$ cat src/rtl/divider_sequencer_if.sv
// Request/result handshake bundle for divider_sequencer.
// master drives requests and accepts results; slave is the divider.
interface divider_sequencer_if #(
   parameter int DIVIDENDLEN = 16,
   parameter int DIVISORLEN  = 8
);
   logic                   in_valid;
   logic                   in_ready;
   logic [DIVIDENDLEN-1:0] dividend;
   logic [DIVISORLEN-1:0]  divisor;
   logic                   out_valid;
   logic                   out_ready;
   logic [DIVIDENDLEN-1:0] quotient;
   logic [DIVISORLEN-1:0]  remainder;
   logic                   div_by_zero;

   modport master (
      output in_valid, dividend, divisor, out_ready,
      input  in_ready, out_valid, quotient, remainder, div_by_zero
   );

   modport slave (
      input  in_valid, dividend, divisor, out_ready,
      output in_ready, out_valid, quotient, remainder, div_by_zero
   );
endinterface

$ cat src/rtl/divider_sequencer.sv
// Restoring unsigned divider, one quotient bit per clock.
// IDLE accepts, ITER iterates, DONE holds the result until taken.
module divider_sequencer #(
   parameter int DIVIDENDLEN = 16,
   parameter int DIVISORLEN  = 8
) (
   input logic clk,
   input logic resetn,
   divider_sequencer_if.slave bus
);
   localparam int CW = $clog2(DIVIDENDLEN + 1);
   localparam logic [CW-1:0] C_LOAD = CW'(DIVIDENDLEN);
   localparam logic [CW-1:0] C_LAST = CW'(1);

   typedef enum logic [1:0] {IDLE, ITER, DONE} state_t;

   state_t                 r_state;
   logic [DIVIDENDLEN-1:0] r_quo;
   logic [DIVISORLEN:0]    r_rem;
   logic [DIVISORLEN-1:0]  r_div;
   logic [CW-1:0]          r_cnt;
   logic                   r_dbz;
   logic                   r_in_ready;
   logic                   r_out_valid;

   logic [DIVISORLEN:0]    w_shift;
   logic [DIVISORLEN:0]    w_div_ext;
   logic [DIVISORLEN:0]    w_diff;
   logic                   w_ge;
   logic                   w_take;
   logic                   w_unused;

   // Partial remainder stays below the divisor, so its top bit is
   // always clear before the shift and only the low bits feed it.
   assign w_shift   = {r_rem[DIVISORLEN-1:0], r_quo[DIVIDENDLEN-1]};
   assign w_div_ext = {1'b0, r_div};
   assign w_ge      = (w_shift >= w_div_ext);
   assign w_diff    = w_shift - w_div_ext;
   assign w_take    = r_out_valid & bus.out_ready;
   assign w_unused  = r_rem[DIVISORLEN];

   assign bus.in_ready    = r_in_ready;
   assign bus.out_valid   = r_out_valid;
   assign bus.quotient    = r_quo;
   assign bus.remainder   = r_rem[DIVISORLEN-1:0];
   assign bus.div_by_zero = r_dbz;

   // Control FSM and datapath; out_valid trails entry into DONE by a cycle.
   always_ff @(posedge clk) begin
      if (!resetn) begin
         r_state     <= IDLE;
         r_quo       <= '0;
         r_rem       <= '0;
         r_div       <= '0;
         r_cnt       <= '0;
         r_dbz       <= 1'b0;
         r_in_ready  <= 1'b1;
         r_out_valid <= 1'b0;
      end else begin
         unique case (r_state)
            IDLE: begin
               if (bus.in_valid) begin
                  r_quo      <= bus.dividend;
                  r_div      <= bus.divisor;
                  r_rem      <= '0;
                  r_cnt      <= C_LOAD;
                  r_in_ready <= 1'b0;
                  if (bus.divisor == '0) begin
                     r_quo   <= '1;
                     r_dbz   <= 1'b1;
                     r_state <= DONE;
                  end else begin
                     r_state <= ITER;
                  end
               end
            end
            ITER: begin
               r_rem <= w_ge ? w_diff : w_shift;
               r_quo <= {r_quo[DIVIDENDLEN-2:0], w_ge};
               r_cnt <= r_cnt - C_LAST;
               if (r_cnt == C_LAST) begin
                  r_state <= DONE;
               end
            end
            DONE: begin
               if (w_take) begin
                  r_state     <= IDLE;
                  r_dbz       <= 1'b0;
                  r_out_valid <= 1'b0;
                  r_in_ready  <= 1'b1;
               end else begin
                  r_out_valid <= 1'b1;
               end
            end
            default: begin
               r_state <= IDLE;
            end
         endcase
      end
   end
endmodule

$ cat src/flat_wrapper.sv
// flat-port wrapper written by rule: the top's interface ports become plain ports
module divider_sequencer_flat 
#(
   parameter int DIVIDENDLEN = 16,
   parameter int DIVISORLEN  = 8
)
  (clk, resetn, bus_in_valid, bus_dividend, bus_divisor, bus_out_ready, bus_in_ready, bus_out_valid, bus_quotient, bus_remainder, bus_div_by_zero);
  divider_sequencer_if #(.DIVIDENDLEN(DIVIDENDLEN), .DIVISORLEN(DIVISORLEN)) bus_i ();
  input logic clk;
  input logic resetn;
  input wire logic [$bits(bus_i.in_valid)-1:0] bus_in_valid;
  input wire logic [$bits(bus_i.dividend)-1:0] bus_dividend;
  input wire logic [$bits(bus_i.divisor)-1:0] bus_divisor;
  input wire logic [$bits(bus_i.out_ready)-1:0] bus_out_ready;
  output wire logic [$bits(bus_i.in_ready)-1:0] bus_in_ready;
  output wire logic [$bits(bus_i.out_valid)-1:0] bus_out_valid;
  output wire logic [$bits(bus_i.quotient)-1:0] bus_quotient;
  output wire logic [$bits(bus_i.remainder)-1:0] bus_remainder;
  output wire logic [$bits(bus_i.div_by_zero)-1:0] bus_div_by_zero;
  assign bus_i.in_valid = bus_in_valid;
  assign bus_i.dividend = bus_dividend;
  assign bus_i.divisor = bus_divisor;
  assign bus_i.out_ready = bus_out_ready;
  assign bus_in_ready = bus_i.in_ready;
  assign bus_out_valid = bus_i.out_valid;
  assign bus_quotient = bus_i.quotient;
  assign bus_remainder = bus_i.remainder;
  assign bus_div_by_zero = bus_i.div_by_zero;
  divider_sequencer #(.DIVIDENDLEN(DIVIDENDLEN), .DIVISORLEN(DIVISORLEN)) u_core (.clk(clk), .resetn(resetn), .bus(bus_i));
endmodule
$ cat config.mk
export PLATFORM = sky130hd
export DESIGN_NAME = divider_sequencer_flat
export DESIGN_NICKNAME = d
export VERILOG_FILES = /design/src/rtl/divider_sequencer_if.sv /design/src/rtl/divider_sequencer.sv /design/src/flat_wrapper.sv
export SDC_FILE = /design/constraint.sdc
export NUM_CORES = 1
export LEC_CHECK = 0
export CORE_MARGIN = 8
export CORE_UTILIZATION = 40
export CTS_CLUSTER_DIAMETER = 40
export CTS_CLUSTER_SIZE = 14
export DETAILED_ROUTE_END_ITERATION = 12
export DONT_BUFFER_PORTS = 1
export GPL_TIMING_DRIVEN = 0
export HOLD_SLACK_MARGIN = 0.06
export PLACE_DENSITY = 0.62
export RECOVER_POWER = 25
export SLEW_MARGIN = 20
export SYNTH_ARGS = -nofsm -noshare
export SYNTH_HDL_FRONTEND = slang
export SYNTH_SLANG_ARGS = --single-unit
$ cat constraint.sdc
create_clock -name clk -period 1.9 [get_ports clk]
set_input_delay 0.38 -clock clk [delete_from_list [all_inputs] [get_ports clk]]
set_output_delay 0.38 -clock clk [all_outputs]
set_load 0.01 [all_outputs]
==> results.toml <==
[worst_setup_path]
crit_fanout = 7
arrival_ns = 2.11
crit_required_ns = 2.12
cpPeakStageDelay_ns = 0.34
path_class = "reg -> reg"
critPathSlowestCell = "dfxtp_1"
startpoint_type = "register"
cp-end-kind = "register"
crit_chain = "inv_1, ha_4, a21oi_1, o21ai_2, a221oi_4, buf_4, mux2i_1, a22o_1"

[sta]
finalSetupViolations = 0
fin_skew_ns = 0.00785
tightest_slew_ns = 0.445
slew_violations = 0
final.setup.tns_ns = 0
setup_ws_ns = 0.0101
fmax_mhz = 529
final-hold-violation-count = 0
post-route-period-util = 0.995
grt_setup_unrepaired = "true"
fin_crit_ns = 1.89
slew_headroom = 0.703
holdWs_ns = 0.225

[cts]
insertion_delay_ns = 0.29
path_clk_slew_ns = 0.08
cts_root_buf = "clkbuf_8"
h-tree-depth = 2
cts_num_sinks = 42
cts_buffer_depth = 2
cts_tree = "built"
cts_buffers = 5

[global_route]
grt-busiest-layer = "met2"
grt_use_total = 0.139
antenna_found_initial = 0
grt_max_degree = 14
use_met3 = 0.0748
grtUsageMet1 = 0.170
overflow = 0
grt_pass1_vias = 1896
use_met2 = 0.209
grt_pass1_wl_um = 9450

[power_and_ir_drop]
leakage_nw = 0.958
irDropWorstVdd_mv = 0.707
p_per_area_mw_per_mm2 = 1230
power_mw = 3.18

[logic_synthesis]
ys_types = 47
synth_seq_cells = 42
seq_area_frac_synth = 0.375
synth.avg_cell_area_um2 = 8.43
synthCells = 266
synthArstFlopShare = 0
synth_flop_cell = "dfxtp_1"
yosys_warnings = 0
synth_nets = 305
synth.cell_area_mm2 = 0.00224
synth-edff-count = 0

[cells_and_area]
seq_area_um2 = 858
diodes = 0
num-nets-final = 315
nFillCells = 577
final_area_mm2 = 0.00258
drive_above_1_share = 0.152
layout.cells.non_filler = 349
multiInputGateArea_mm2 = 0.00140
syn2layout_area_growth_pct = 14.9
post-route-util = 0.471

[drt]
wl_per_cell_um = 16.7
ant_nets = 0
detailedRoute.firstIterationViolations = 137
vias_per_cell = 5.52
num_vias = 1928
dr.pass1.iters = 5
drcViolationCount = 0
drt_wl_total_um = 5820

[placed_design]
globalplace.congestion = 0.835
pre_cts_ws_ns = -0.329
place_hpwl_um = 4340
io_buffers = 0
place_area_mm2 = 0.00238
dp_cells = 338

[floorplanning]
start_util = 0.410
io-pin-count = 55
chipHeight_um = 90.9
num_rows = 27
fp.coreArea_mm2 = 0.00547
die_w_um = 90.9
fp.dieArea_mm2 = 0.00826

[status]
status = "complete, no violations"

[hold_path]
hold_class = "in -> reg"

[flow_run]
drv_cap = 0
report_power, final:
| group | internal [mW] | switching, mW | leakage (nW) | total (mW) |
|---|---|---|---|---|
| clock | 0.260 | 0.313 | 0.0452 | 0.573 |
| sequential | 1.02 | 0.192 | 0.349 | 1.21 |
| combinational | 0.697 | 0.698 | 0.564 | 1.39 |
kinds of logic (layout without fill, tap and decap cells):
kind of cell	count (synthesis)	after routing	synth area share
compound gates	95	95	0.290
simple gates	82	82	0.176
flops	42	42	0.375
buf+inv	24	35	0.0418
fa+ha+maj	11	11	0.0647
mux	8	8	0.0363
xor+xnor	4	4	0.0156
critical path: cells and delay by family (launching register included):
kind / cells / cell delay (ns)
compound gates: 4 / 0.79
flops: 1 / 0.34
buf+inv: 2 / 0.25
fa+ha+maj: 1 / 0.24
mux: 1 / 0.20
cells in the mapped netlist (2+ instances only):
| library cell | number | area share |
|---|---|---|
| dfxtp_1 | 42 | 0.38 |
| nand2_1 | 30 | 0.050 |
| nor2_1 | 22 | 0.037 |
| a21boi_0 | 18 | 0.060 |
| o21ai_0 | 18 | 0.040 |
| a22oi_1 | 16 | 0.054 |
| inv_1 | 12 | 0.020 |
| a21oi_1 | 11 | 0.025 |
| ha_1 | 10 | 0.056 |
| clkbuf_1 | 8 | 0.013 |
| a21boi_1 | 7 | 0.023 |
| mux2i_1 | 7 | 0.031 |
| o21ai_1 | 7 | 0.016 |
| nor2b_1 | 5 | 0.014 |
| and2_1 | 4 | 0.011 |
| a22o_1 | 3 | 0.012 |
| buf_2 | 3 | 0.0067 |
| nand3_1 | 3 | 0.0067 |
| nor3_1 | 3 | 0.0067 |
| xor2_1 | 3 | 0.012 |
| a21o_1 | 2 | 0.0067 |
| a31o_1 | 2 | 0.0078 |
| a31oi_1 | 2 | 0.0056 |
| a32oi_1 | 2 | 0.0078 |
| nand2b_1 | 2 | 0.0056 |
| nor4_1 | 2 | 0.0056 |
| or4_1 | 2 | 0.0067 |
timing repair:
item,CTS,global route
buffers inserted,2,2
pin swaps,3,4
endpoints found under the setup margin,8,18
gates resized for setup,12,12
hold buffers,0,0
path summary, 6_finish.rpt:
kind                                         to  cells after the start            start  slack [ns]
worst max-delay path            u_core.r_rem[1]                      8  u_core.r_div[4]        0.01
worst min register to register  u_core.r_div[5]                      2  u_core.r_div[5]        0.47
worst max register to register  u_core.r_rem[1]                      8  u_core.r_div[4]        0.01
worst min-delay path            u_core.r_div[1]                      2   bus_divisor[1]        0.22
routing by layer:
layer,up-vias,routed length (um)
li1,971,-
met4,0,35
met2,66,2600
met5,-,0
met1,887,2570
met3,4,613
sequential cells by signal, summed over array words and instances (netlist names):
| name | count |
|---|---|
| u_core.bus.div_by_zero | 1 |
| u_core.r_state | 2 |
| u_core.r_div | 8 |
| u_core.bus.quotient | 16 |
| u_core.bus.out_valid | 1 |
| u_core.r_cnt | 5 |
| u_core.bus.in_ready | 1 |
| u_core.r_rem | 8 |
cells in the final DEF (no fill, tap or decap), types with 2 or more instances in the layout:
master / instances
dfxtp_1: 34
nand2_1: 30
nor2_1: 22
a21boi_0: 18
o21ai_0: 18
a22oi_1: 16
inv_1: 11
a21oi_1: 10
clkbuf_1: 7
a21boi_1: 7
o21ai_1: 6
mux2i_1: 6
ha_4: 6
nor2b_1: 5
clkbuf_8: 5
dfxtp_2: 5
and2_1: 4
ha_1: 4
nand3_1: 3
buf_2: 3
xor2_1: 3
nor3_1: 3
a22o_1: 3
buf_4: 3
dfxtp_4: 3
a21o_1: 2
or4_1: 2
a31oi_1: 2
clkbuf_2: 2
a31o_1: 2
a32oi_1: 2
nor4_1: 2
layout make-up:
| type | count | share of cell area |
|---|---|---|
| Clock inverter | 2 | 0.00534 |
| Sequential cell | 42 | 0.333 |
| Multi-Input combinational cell | 200 | 0.545 |
| Inverter | 12 | 0.0185 |
| Tap cell | 72 | 0.0350 |
| Timing Repair Buffer | 4 | 0.0165 |
| Clock buffer | 6 | 0.0282 |
| Buffer | 11 | 0.0185 |
No activity file was read; power rests on OpenSTA's default activity.
